[src/rtl/orao_ce_pkg.sv]
// Shared types and helpers for the clock-enable / reset generator.
// The reset sequencer state enum, default divisor width and the ce phase clip.
package orao_ce_pkg;

    typedef enum logic [1:0] {
        POR  = 2'd0,
        HOLD = 2'd1,
        RUN  = 2'd2
    } rst_state_e;

    localparam int DEFAULT_DIV_W = 8;

    // A phase beyond the current period would never match, so it folds back to 0.
    function automatic int unsigned ce_match_point(input int unsigned phase,
                                                   input int unsigned shadow);
        return (phase <= shadow) ? phase : 32'd0;
    endfunction

endpackage

[src/rtl/orao_ce_reset_gen_if.sv]
// Bus between the emu top and the ce/reset generator.
// ORAO_CE_TURBO_EN adds the turbo request line.
interface orao_ce_reset_gen_if
    import orao_ce_pkg::*;
#(
    parameter int NUM_CH = 2,
    parameter int DIV_W  = DEFAULT_DIV_W
);

    logic [3:0]              rst_src;
    logic [NUM_CH*DIV_W-1:0] div;
    logic [NUM_CH-1:0]       hold;
    logic [NUM_CH-1:0]       ce;
    logic                    sys_reset;
    logic                    por_done;

`ifdef ORAO_CE_TURBO_EN
    logic                    turbo;

    modport master (output rst_src, div, hold, turbo, input ce, sys_reset, por_done);
    modport slave  (input rst_src, div, hold, turbo, output ce, sys_reset, por_done);
`else
    modport master (output rst_src, div, hold, input ce, sys_reset, por_done);
    modport slave  (input rst_src, div, hold, output ce, sys_reset, por_done);
`endif

endinterface

[src/rtl/orao_ce_div.sv]
// One clock-enable channel: wrapping counter, shadowed divisor, phase match, output gate.
// ORAO_CE_TURBO_EN adds turbo_i, which halves the divisor loaded at wrap.
module orao_ce_div
    import orao_ce_pkg::*;
#(
    parameter int DIV_W    = DEFAULT_DIV_W,
    parameter int CE_PHASE = 8
) (
    input  logic             clk_sys,
    input  logic             reset_n,
    input  logic [DIV_W-1:0] div_i,
    input  logic             hold_i,
`ifdef ORAO_CE_TURBO_EN
    input  logic             turbo_i,
`endif
    output logic             ce_o
);

    logic [DIV_W-1:0] cnt_q, cnt_d;
    logic [DIV_W-1:0] shadow_q, shadow_d;
    logic [DIV_W-1:0] shadow_cur;
    logic [DIV_W-1:0] div_eff;
    logic [DIV_W-1:0] match_pt;
    logic             first_q;
    logic             ce_q, ce_d;
    logic             wrap;

`ifdef ORAO_CE_TURBO_EN
    assign div_eff = turbo_i ? (div_i >> 1) : div_i;
`else
    assign div_eff = div_i;
`endif

    // Straight out of reset the shadow is the live divisor, so no constant-less async load is needed.
    assign shadow_cur = first_q ? div_eff : shadow_q;
    assign wrap       = (cnt_q == shadow_cur);
    assign match_pt   = DIV_W'(ce_match_point(unsigned'(CE_PHASE), 32'(shadow_cur)));

    always_comb begin
        cnt_d    = wrap ? '0 : cnt_q + 1'b1;
        shadow_d = wrap ? div_eff : shadow_cur;
        ce_d     = (cnt_q == match_pt) && !hold_i;
    end

    always_ff @(posedge clk_sys or negedge reset_n) begin
        if (!reset_n) begin
            cnt_q    <= '0;
            shadow_q <= '0;
            first_q  <= 1'b1;
            ce_q     <= 1'b0;
        end else begin
            cnt_q    <= cnt_d;
            shadow_q <= shadow_d;
            first_q  <= 1'b0;
            ce_q     <= ce_d;
        end
    end

    assign ce_o = ce_q;

endmodule

[src/rtl/orao_ce_reset_gen.sv]
// NUM_CH programmable clock-enable channels plus a POR / hold / run reset sequencer.
// ORAO_CE_TURBO_EN routes the turbo request to channel 0 only.
module orao_ce_reset_gen
    import orao_ce_pkg::*;
#(
    parameter int NUM_CH     = 2,
    parameter int DIV_W      = DEFAULT_DIV_W,
    parameter int CE_PHASE   = 8,
    parameter int POR_CYCLES = 20000000,
    parameter int RST_HOLD   = 15
) (
    input  logic                clk_sys,
    input  logic                reset_n,
    orao_ce_reset_gen_if.slave  bus
);

    localparam int POR_W  = (POR_CYCLES > 1) ? $clog2(POR_CYCLES) : 1;
    localparam int HOLD_W = (RST_HOLD > 1) ? $clog2(RST_HOLD) : 1;
    localparam logic [POR_W-1:0]  POR_LOAD  = POR_W'(POR_CYCLES - 1);
    localparam logic [HOLD_W-1:0] HOLD_LAST = HOLD_W'(RST_HOLD - 1);

    logic [NUM_CH-1:0] ce_w;

    genvar gi;
    generate
        for (gi = 0; gi < NUM_CH; gi++) begin : g_ch
            orao_ce_div #(
                .DIV_W    (DIV_W),
                .CE_PHASE (CE_PHASE)
            ) u_div (
                .clk_sys (clk_sys),
                .reset_n (reset_n),
                .div_i   (bus.div[gi*DIV_W +: DIV_W]),
                .hold_i  (bus.hold[gi]),
`ifdef ORAO_CE_TURBO_EN
                .turbo_i ((gi == 0) ? bus.turbo : 1'b0),
`endif
                .ce_o    (ce_w[gi])
            );
        end
    endgenerate

    assign bus.ce = ce_w;

    rst_state_e        state_q, state_d;
    logic [POR_W-1:0]  por_cnt_q, por_cnt_d;
    logic [HOLD_W-1:0] hold_cnt_q, hold_cnt_d;
    logic              sys_reset_q, sys_reset_d;
    logic              por_done_q, por_done_d;
    logic              rst_req;

    assign rst_req = |bus.rst_src;

    always_ff @(posedge clk_sys or negedge reset_n) begin
        if (!reset_n) begin
            state_q     <= POR;
            por_cnt_q   <= POR_LOAD;
            hold_cnt_q  <= '0;
            sys_reset_q <= 1'b1;
            por_done_q  <= 1'b0;
        end else begin
            state_q     <= state_d;
            por_cnt_q   <= por_cnt_d;
            hold_cnt_q  <= hold_cnt_d;
            sys_reset_q <= sys_reset_d;
            por_done_q  <= por_done_d;
        end
    end

    always_comb begin
        state_d    = state_q;
        por_cnt_d  = por_cnt_q;
        hold_cnt_d = hold_cnt_q;
        case (state_q)
            POR: begin
                if (por_cnt_q == '0) begin
                    state_d    = HOLD;
                    hold_cnt_d = '0;
                end else begin
                    por_cnt_d = por_cnt_q - 1'b1;
                end
            end
            HOLD: begin
                // A request on the completing cycle wins: the count restarts instead of releasing.
                if (rst_req) begin
                    hold_cnt_d = '0;
                end else if (hold_cnt_q == HOLD_LAST) begin
                    state_d    = RUN;
                    hold_cnt_d = '0;
                end else begin
                    hold_cnt_d = hold_cnt_q + 1'b1;
                end
            end
            RUN: begin
                if (rst_req) begin
                    state_d    = HOLD;
                    hold_cnt_d = '0;
                end
            end
            default: begin
                state_d = POR;
            end
        endcase
    end

    // Registered from the next state so sys_reset tracks the state with no extra cycle of lag.
    always_comb begin
        sys_reset_d = (state_d != RUN);
        por_done_d  = por_done_q | (state_d != POR);
    end

    assign bus.sys_reset = sys_reset_q;
    assign bus.por_done  = por_done_q;

endmodule
[src/flat_wrapper.sv]
// flat-port wrapper written by rule: the top's interface ports become plain ports
module orao_ce_reset_gen_flat import orao_ce_pkg::*;
#(
    parameter int NUM_CH     = 2,
    parameter int DIV_W      = DEFAULT_DIV_W,
    parameter int CE_PHASE   = 8,
    parameter int POR_CYCLES = 20000000,
    parameter int RST_HOLD   = 15
)
  (clk_sys, reset_n, bus_rst_src, bus_div, bus_hold, bus_ce, bus_sys_reset, bus_por_done);
  orao_ce_reset_gen_if #(.NUM_CH(NUM_CH), .DIV_W(DIV_W)) bus_i ();
  input  logic clk_sys;
  input  logic reset_n;
  input wire logic [$bits(bus_i.rst_src)-1:0] bus_rst_src;
  input wire logic [$bits(bus_i.div)-1:0] bus_div;
  input wire logic [$bits(bus_i.hold)-1:0] bus_hold;
  output wire logic [$bits(bus_i.ce)-1:0] bus_ce;
  output wire logic [$bits(bus_i.sys_reset)-1:0] bus_sys_reset;
  output wire logic [$bits(bus_i.por_done)-1:0] bus_por_done;
  assign bus_i.rst_src = bus_rst_src;
  assign bus_i.div = bus_div;
  assign bus_i.hold = bus_hold;
  assign bus_ce = bus_i.ce;
  assign bus_sys_reset = bus_i.sys_reset;
  assign bus_por_done = bus_i.por_done;
  orao_ce_reset_gen #(.NUM_CH(NUM_CH), .DIV_W(DIV_W), .CE_PHASE(CE_PHASE), .POR_CYCLES(POR_CYCLES), .RST_HOLD(RST_HOLD)) u_core (.clk_sys(clk_sys), .reset_n(reset_n), .bus(bus_i));
endmodule
[config.mk]
export PLATFORM = sky130hd
export DESIGN_NAME = orao_ce_reset_gen_flat
export DESIGN_NICKNAME = d
export VERILOG_FILES = /design/src/rtl/orao_ce_pkg.sv /design/src/rtl/orao_ce_reset_gen_if.sv /design/src/rtl/orao_ce_div.sv /design/src/rtl/orao_ce_reset_gen.sv /design/src/flat_wrapper.sv
export SDC_FILE = /design/constraint.sdc
export NUM_CORES = 1
export LEC_CHECK = 0
export CORE_UTILIZATION = 30
export DETAILED_ROUTE_END_ITERATION = 10
export GPL_ROUTABILITY_DRIVEN = 0
export PLACE_DENSITY = 0.43
export SLEW_MARGIN = 20
export SYNTH_ARGS = -nofsm -noshare
export SYNTH_HDL_FRONTEND = slang
export SYNTH_HIERARCHICAL = 1
export SYNTH_SLANG_ARGS = --single-unit
[constraint.sdc]
create_clock -name clk_sys -period 5.2 [get_ports clk_sys]
set_clock_uncertainty 0.1 [all_clocks]
set_input_delay 1.04 -clock clk_sys [delete_from_list [all_inputs] [get_ports clk_sys]]
set_output_delay 1.04 -clock clk_sys [all_outputs]
set_load 0.03 [all_outputs]
==> impl_metrics.json, run 1 <==
{
  "outcome": "finished with violations",
  "violations": "DRC",
  "ios": 28,
  "pwr-share-seq_pct": 40.7,
  "diodes": 0,
  "slew_headroom_pct": 54.0,
  "power.density_nw_per_um2": 402,
  "postCtsSetupBuffers": 0,
  "final_cells": 492,
  "setup_ws_ns": 2.41,
  "post-route-period-util_pct": 53.6,
  "synth_area_sq_um": 3610,
  "vias_per_cell": 4.66,
  "p_sw_uw": 466,
  "yosysSeqAreaShare_pct": 48.4,
  "die_area_sq_um": 12500,
  "synth_ff_type": "dfrtp_1",
  "drt_iter0_markers": 63,
  "post-place-ws_ns": 2.05,
  "place_inst": 476,
  "ys_warn_count": 6,
  "synthDistinctLibCells": 46,
  "finalSetupTns_ns": 0,
  "die_x_microns": 112,
  "cp.arrival_ns": 2.90,
  "p_comb_share_pct": 17.8,
  "synthArstFlopShare_pct": 100,
  "worstSkewPairLatency_ns": 0.33,
  "use_met1_pct": 15.5,
  "antenna_left": 0,
  "placementRows": 39,
  "initial_utilization_pct": 31.2,
  "cts_tree": "built",
  "layout-drive-gt1-share_pct": 19.8,
  "power.internal_mw": 1.30,
  "coreArea_sq_um": 11600,
  "p_clk_share_pct": 41.5,
  "root_buffer": "clkbuf_16",
  "die_h_microns": 112,
  "crit_chain": "clkdlybuf4s50_1, mux2i_1, xnor2_1, nor4_2, a21oi_2, mux2_2",
  "busiest_layer": "met2",
  "antenna_found_initial": 0,
  "cts_made_buffers": 9,
  "cts_sinks": 69,
  "worst_setup_path_end_kind": "flop",
  "syn_inst": 309,
  "fill_cells": 1145,
  "totalWireLength_microns": 6890,
  "critPathKind": "in -> reg",
  "ctsHtreeMaxLevel": 3,
  "syn-num-nets": 341,
  "fmax_ghz": 0.359,
  "grtUsageTotal_pct": 12.4,
  "hold_violations": 0,
  "grt.met2_usage_pct": 19.5,
  "drc": 3,
  "rsz0062_at_grt": "no",
  "grt_pass1_wl_microns": 12000,
  "grt_start_max_net_pins": 41,
  "reg2reg_slack_ns": 2.77,
  "clk_pin_slew_ns": 0.06,
  "power_leakage_nw": 2.03,
  "hp-class": "reg -> reg",
  "final_cell_mix": "51 x dfrtp_1, 27 x xnor2_1, 26 x clkdlybuf4s50_1, 26 x xor2_1, 25 x nor2_1",
  "required_ns": 5.31,
  "ys_ff_latch": 69,
  "maxCapViolations": 0,
  "cts_max_path_buffers": 2,
  "final_area_sq_um": 4390,
  "dp_hpwl_microns": 4760,
  "overflow": 0,
  "tightest_slew_ns": 0.690,
  "syn_avg_cell_area_sq_um": 11.7,
  "placed_area_sq_um": 4030,
  "cts_hold_buf": 0,
  "wl_per_cell_microns": 14.0,
  "critPathLaunchType": "input pin",
  "first_pass_iters": 7,
  "io_buffers": 27,
  "power.total_mw": 1.76,
  "ir_drop_uv": 137,
  "grt_pass1_vias": 2419,
  "final_common_cell": "dfrtp_1",
  "slew_violations": 0,
  "cp_max_fo": 7,
  "sw_frac_of_total_pct": 26.5,
  "grt_use_met3_pct": 3.70,
  "nets": 376,
  "area_growth_pct": 21.4,
  "setup_viol": 0,
  "slowest_delay_ns": 0.45,
  "cts.repair.resized": 0,
  "dr_total_vias": 2291,
  "cp_slowest_cell": "a21oi_2",
  "period_minus_slack_ns": 2.79,
  "synth_edf_count": 0
}
## cells in the mapped netlist (7+ instances only)
cell type	number	area share, %
nor2_1	25	2.6
inv_1	10	1.0
dfrtp_1	51	35
dfstp_2	18	13
mux2_4	10	4.2
and3_1	7	1.2
mux2i_1	18	5.0
nor3_1	11	1.5
o21ai_0	9	1.2
xor2_1	26	6.3
ha_1	8	2.8
xnor2_1	27	6.5
nand3_1	8	1.1
nand2_1	13	1.4
## layer usage
metal | vias up | share of wire [%]
li1 | 1144 | -
met1 | 1105 | 50
met2 | 31 | 44
met3 | 11 | 3.8
met4 | 0 | 2.1
met5 | - | 0
## cell type report
cell class	count	area, sq um	share of cell area [%]
timing repair buffer	28	273	6.22
clock inverter	3	90.1	2.05
inverter	10	37.5	0.856
tap	143	179	4.08
clock buffer	13	270	6.16
multi-input combinational	226	1790	40.7
sequential	69	1750	39.9
## power groups by stage
| stage | sequential [mW] | combinational [mW] | clock [mW] |
|---|---|---|---|
| after CTS | 0.720 | 0.321 | 0.756 |
| after global routing | 0.735 | 0.361 | 0.774 |
| after global placement | 0.728 | 0.315 | 0 |
| after detailed placement | 0.729 | 0.317 | 0 |
| after floorplan | 0.698 | 0.252 | 0 |
| final | 0.716 | 0.314 | 0.731 |
## final timing paths
kind	startpoint	endpoint	cells after the start
worst min register to register	u_core/bus.por_done	u_core/bus.por_done	1
max in group asynchronous	reset_n	u_core/por_cnt_q[10]	2
min in group asynchronous	reset_n	u_core/g_ch[1].u_div/cnt_q[5]	1
worst max-delay path	bus_div[14]	u_core/g_ch[1].u_div/shadow_q[1]	6
worst max register to register	u_core/g_ch[1].u_div/first_q	u_core/g_ch[1].u_div/shadow_q[1]	5
worst min-delay path	u_core/bus.por_done	u_core/bus.por_done	1
## critical path, delay by kind of cell
kind                      cells  cell delay, ns
muxes                         2            0.71
AOI/OAI and AO/OA             1            0.45
buffers and inverters         1            0.43
xor gates and xnor gates      1            0.18
and+or+nand+nor               1            0.08
## through the flow
step,hold WS [ns],utilization [%]
6_report,0.357,37.9
5_1_grt,0.378,37.9
4_1_cts,0.366,37.9
3_5_place_dp,0.347,34.8
3_3_place_gp,0.345,34.8
2_1_floorplan,0.342,-
## cells by family (layout without fill, tap and decap cells)
group                      count (synthesis)  in the layout  synth area share, %
and+or+nand+nor                          108            108                 18.3
DFF                                       69             69                 48.4
xor gates and xnor gates                  53             53                 12.9
muxes                                     32             32                 10.4
AOI/OAI and AO/OA                         23             23                 4.92
buffers and inverters                     14             54                 2.08
adders and majority gates                  8              8                 2.77
other                                      2              2                0.208
## flip-flops by register name (all words and copies together) (netlist names)
register                    cells
u_core/hold_cnt_q               4
u_core/bus.por_done             1
u_core/g_ch.u_div/cnt_q        16
u_core/state_q                  2
u_core/g_ch.u_div/shadow_q     16
u_core/por_cnt_q               25
u_core/bus.sys_reset            1
u_core/g_ch.u_div/ce_o          2
u_core/g_ch.u_div/first_q       2
Power figures use the tool's default switching activity.
==> run 2: changes to the inputs <==
==> constraint.sdc (replaced) <==
create_clock -name clk_sys -period 2.9 [get_ports clk_sys]
set_clock_uncertainty 0.1 [all_clocks]
set_input_delay 0.58 -clock clk_sys [delete_from_list [all_inputs] [get_ports clk_sys]]
set_output_delay 0.58 -clock clk_sys [all_outputs]
set_load 0.03 [all_outputs]
==> run 2 against run 1 <==
  * The flow still finishes with violations (DRC)
  * Final cell count rose by 0.61%
  * Hold slack got worse by 0.18 ns
  * Critical path depth rose by 1
  * Utilization fell by 0.21 points
  * First-iteration DRC count rose by 81%
  * Wire length fell by 3.2%
  * Count of clock-buffer cells in the layout rose by 3
  * Setup slack got worse by 1.8 ns
  * Critical endpoint is now u_core/por_cnt_q[19]
  * Highest routed layer unchanged
==> impl_metrics.json, run 2 (synthesized netlist as in run 1, its figures left out) <==
{
  "slowest_delay_ns": 0.49,
  "ir_drop_uv": 287,
  "nets": 379,
  "hp-class": "in -> async",
  "first_pass_iters": 8,
  "drt_iter0_markers": 114,
  "dr_total_vias": 2343,
  "rsz0062_at_grt": "no",
  "post-route-util_pct": 37.7,
  "postCtsSetupBuffers": 0,
  "cts_tree": "built",
  "grtUsageTotal_pct": 12.2,
  "r2r_cells": 7,
  "grt_pass1_vias": 2406,
  "cts.repair.resized": 0,
  "final_common_cell": "dfrtp_1",
  "layout-drive-gt1-share_pct": 20.2,
  "ios": 28,
  "root_buffer": "clkbuf_16",
  "violations": "DRC",
  "top_register": "u_core/por_cnt_q",
  "totalWireLength_microns": 6670,
  "die_h_microns": 112,
  "area_growth_pct": 20.8,
  "wl_per_cell_microns": 13.5,
  "diodes": 0,
  "slew_violations": 0,
  "tightest_slew_ns": 0.665,
  "die_x_microns": 112,
  "dp_hpwl_microns": 4670,
  "ctsHtreeMaxLevel": 3,
  "power.density_nw_per_um2": 673,
  "fmax_ghz": 0.437,
  "worst_setup_path_end_kind": "flop",
  "maxCapViolations": 0,
  "cp_max_fo": 9,
  "largest_register_ffs": 25,
  "crit_chain": "inv_1, ha_1, nor4b_1, nand4_1, o21ai_2, nor3_1, xor2_1",
  "drc": 3,
  "io_buffers": 27,
  "cp_slowest_cell": "o21ai_2",
  "initial_utilization_pct": 31.2,
  "required_ns": 3.00,
  "die_area_sq_um": 12500,
  "cts_sinks": 69,
  "final_cell_mix": "51 x dfrtp_1, 27 x xnor2_1, 26 x clkdlybuf4s50_1, 26 x xor2_1, 25 x nor2_1",
  "grt_pass1_wl_microns": 12100,
  "post-route-period-util_pct": 78.9,
  "critPathKind": "reg -> reg",
  "biggestRegsByFlops": "u_core/por_cnt_q x25, u_core/g_ch.u_div/cnt_q x16, u_core/g_ch.u_div/shadow_q x16",
  "cts_made_buffers": 9,
  "outcome": "finished with violations",
  "coreArea_sq_um": 11600,
  "hold_violations": 0,
  "worstSkewPairLatency_ns": 0.33,
  "clk_pin_slew_ns": 0.06,
  "final_area_sq_um": 4360,
  "finalSetupTns_ns": 0,
  "period_minus_slack_ns": 2.29,
  "vias_per_cell": 4.73,
  "antenna_found_initial": 0,
  "antenna_left": 0,
  "setup_viol": 0,
  "slew_headroom_pct": 55.7,
  "critPathLaunchType": "flop",
  "power.total_mw": 2.94,
  "overflow": 0,
  "cts_hold_buf": 0,
  "placementRows": 39,
  "placed_area_sq_um": 4060,
  "grt_start_max_net_pins": 29,
  "cts_max_path_buffers": 2,
  "cp.arrival_ns": 2.39,
  "power_leakage_nw": 2.02,
  "fill_cells": 1137
}
==> run 2: cell types whose count changed in the layout (fill, tap and decap cells not counted) <==
cell,delta
buf_12,+1
buf_4,+2
bufinv_16,-3
clkbuf_1,+1
clkbuf_8,+2
==> run 2: area by class of cell <==
type | instances | area (sq um) | share of cell area (%)
timing repair buffer | 31 | 308 | 7.06
sequential | 69 | 1750 | 40.1
clock buffer | 16 | 302 | 6.91
tap | 143 | 179 | 4.10
multi-input combinational | 226 | 1790 | 41.0
inverter | 10 | 37.5 | 0.861
==> run 2: routing by layer <==
| layer | vias to the layer above | routed length (microns) | global-route usage, % |
|---|---|---|---|
| met5 | - | 0 | 0 |
| met2 | 35 | 3070 | 18.9 |
| li1 | 1160 | - | - |
| met4 | 0 | 129 | 5.14 |
| met3 | 10 | 289 | 3.92 |
| met1 | 1138 | 3190 | 15.7 |
==> run 2: worst max-delay path: cells and delay by family (launching register included) <==
kind | cells | cell delay (ns)
AND/OR/NAND/NOR | 3 | 0.79
AO/OA/AOI/OAI | 1 | 0.49
flip-flops | 1 | 0.38
adder cells (fa/ha/maj) | 1 | 0.16
XOR/XNOR | 1 | 0.16
buffers and inverters | 1 | 0.08
==> run 2: final timing paths <==
check                      slack (ns)                 from                            end
max                              0.61  u_core/por_cnt_q[0]           u_core/por_cnt_q[19]
min                              0.18              reset_n  u_core/g_ch[1].u_div/cnt_q[7]
max reg2reg                      0.61  u_core/por_cnt_q[0]           u_core/por_cnt_q[19]
min reg2reg                      0.37  u_core/bus.por_done            u_core/bus.por_done
max in group asynchronous        1.75              reset_n            u_core/por_cnt_q[2]
min in group clk_sys             0.37  u_core/bus.por_done            u_core/bus.por_done
==> run 2: where the power goes <==
part	internal (mW)	switching, mW
sequential	1.10	0.187
combinational	0.319	0.245
clock	0.697	0.391
total	2.11	0.824
==> run 2: through the flow <==
step	hold WS (ns)	cells	setup slack, ns
floorplan	0.184	309	0.797
global placement	0.344	479	0.371
detailed placement	0.354	479	0.370
CTS	0.203	495	0.574
global route	0.236	495	0.303
finish	0.178	495	0.613
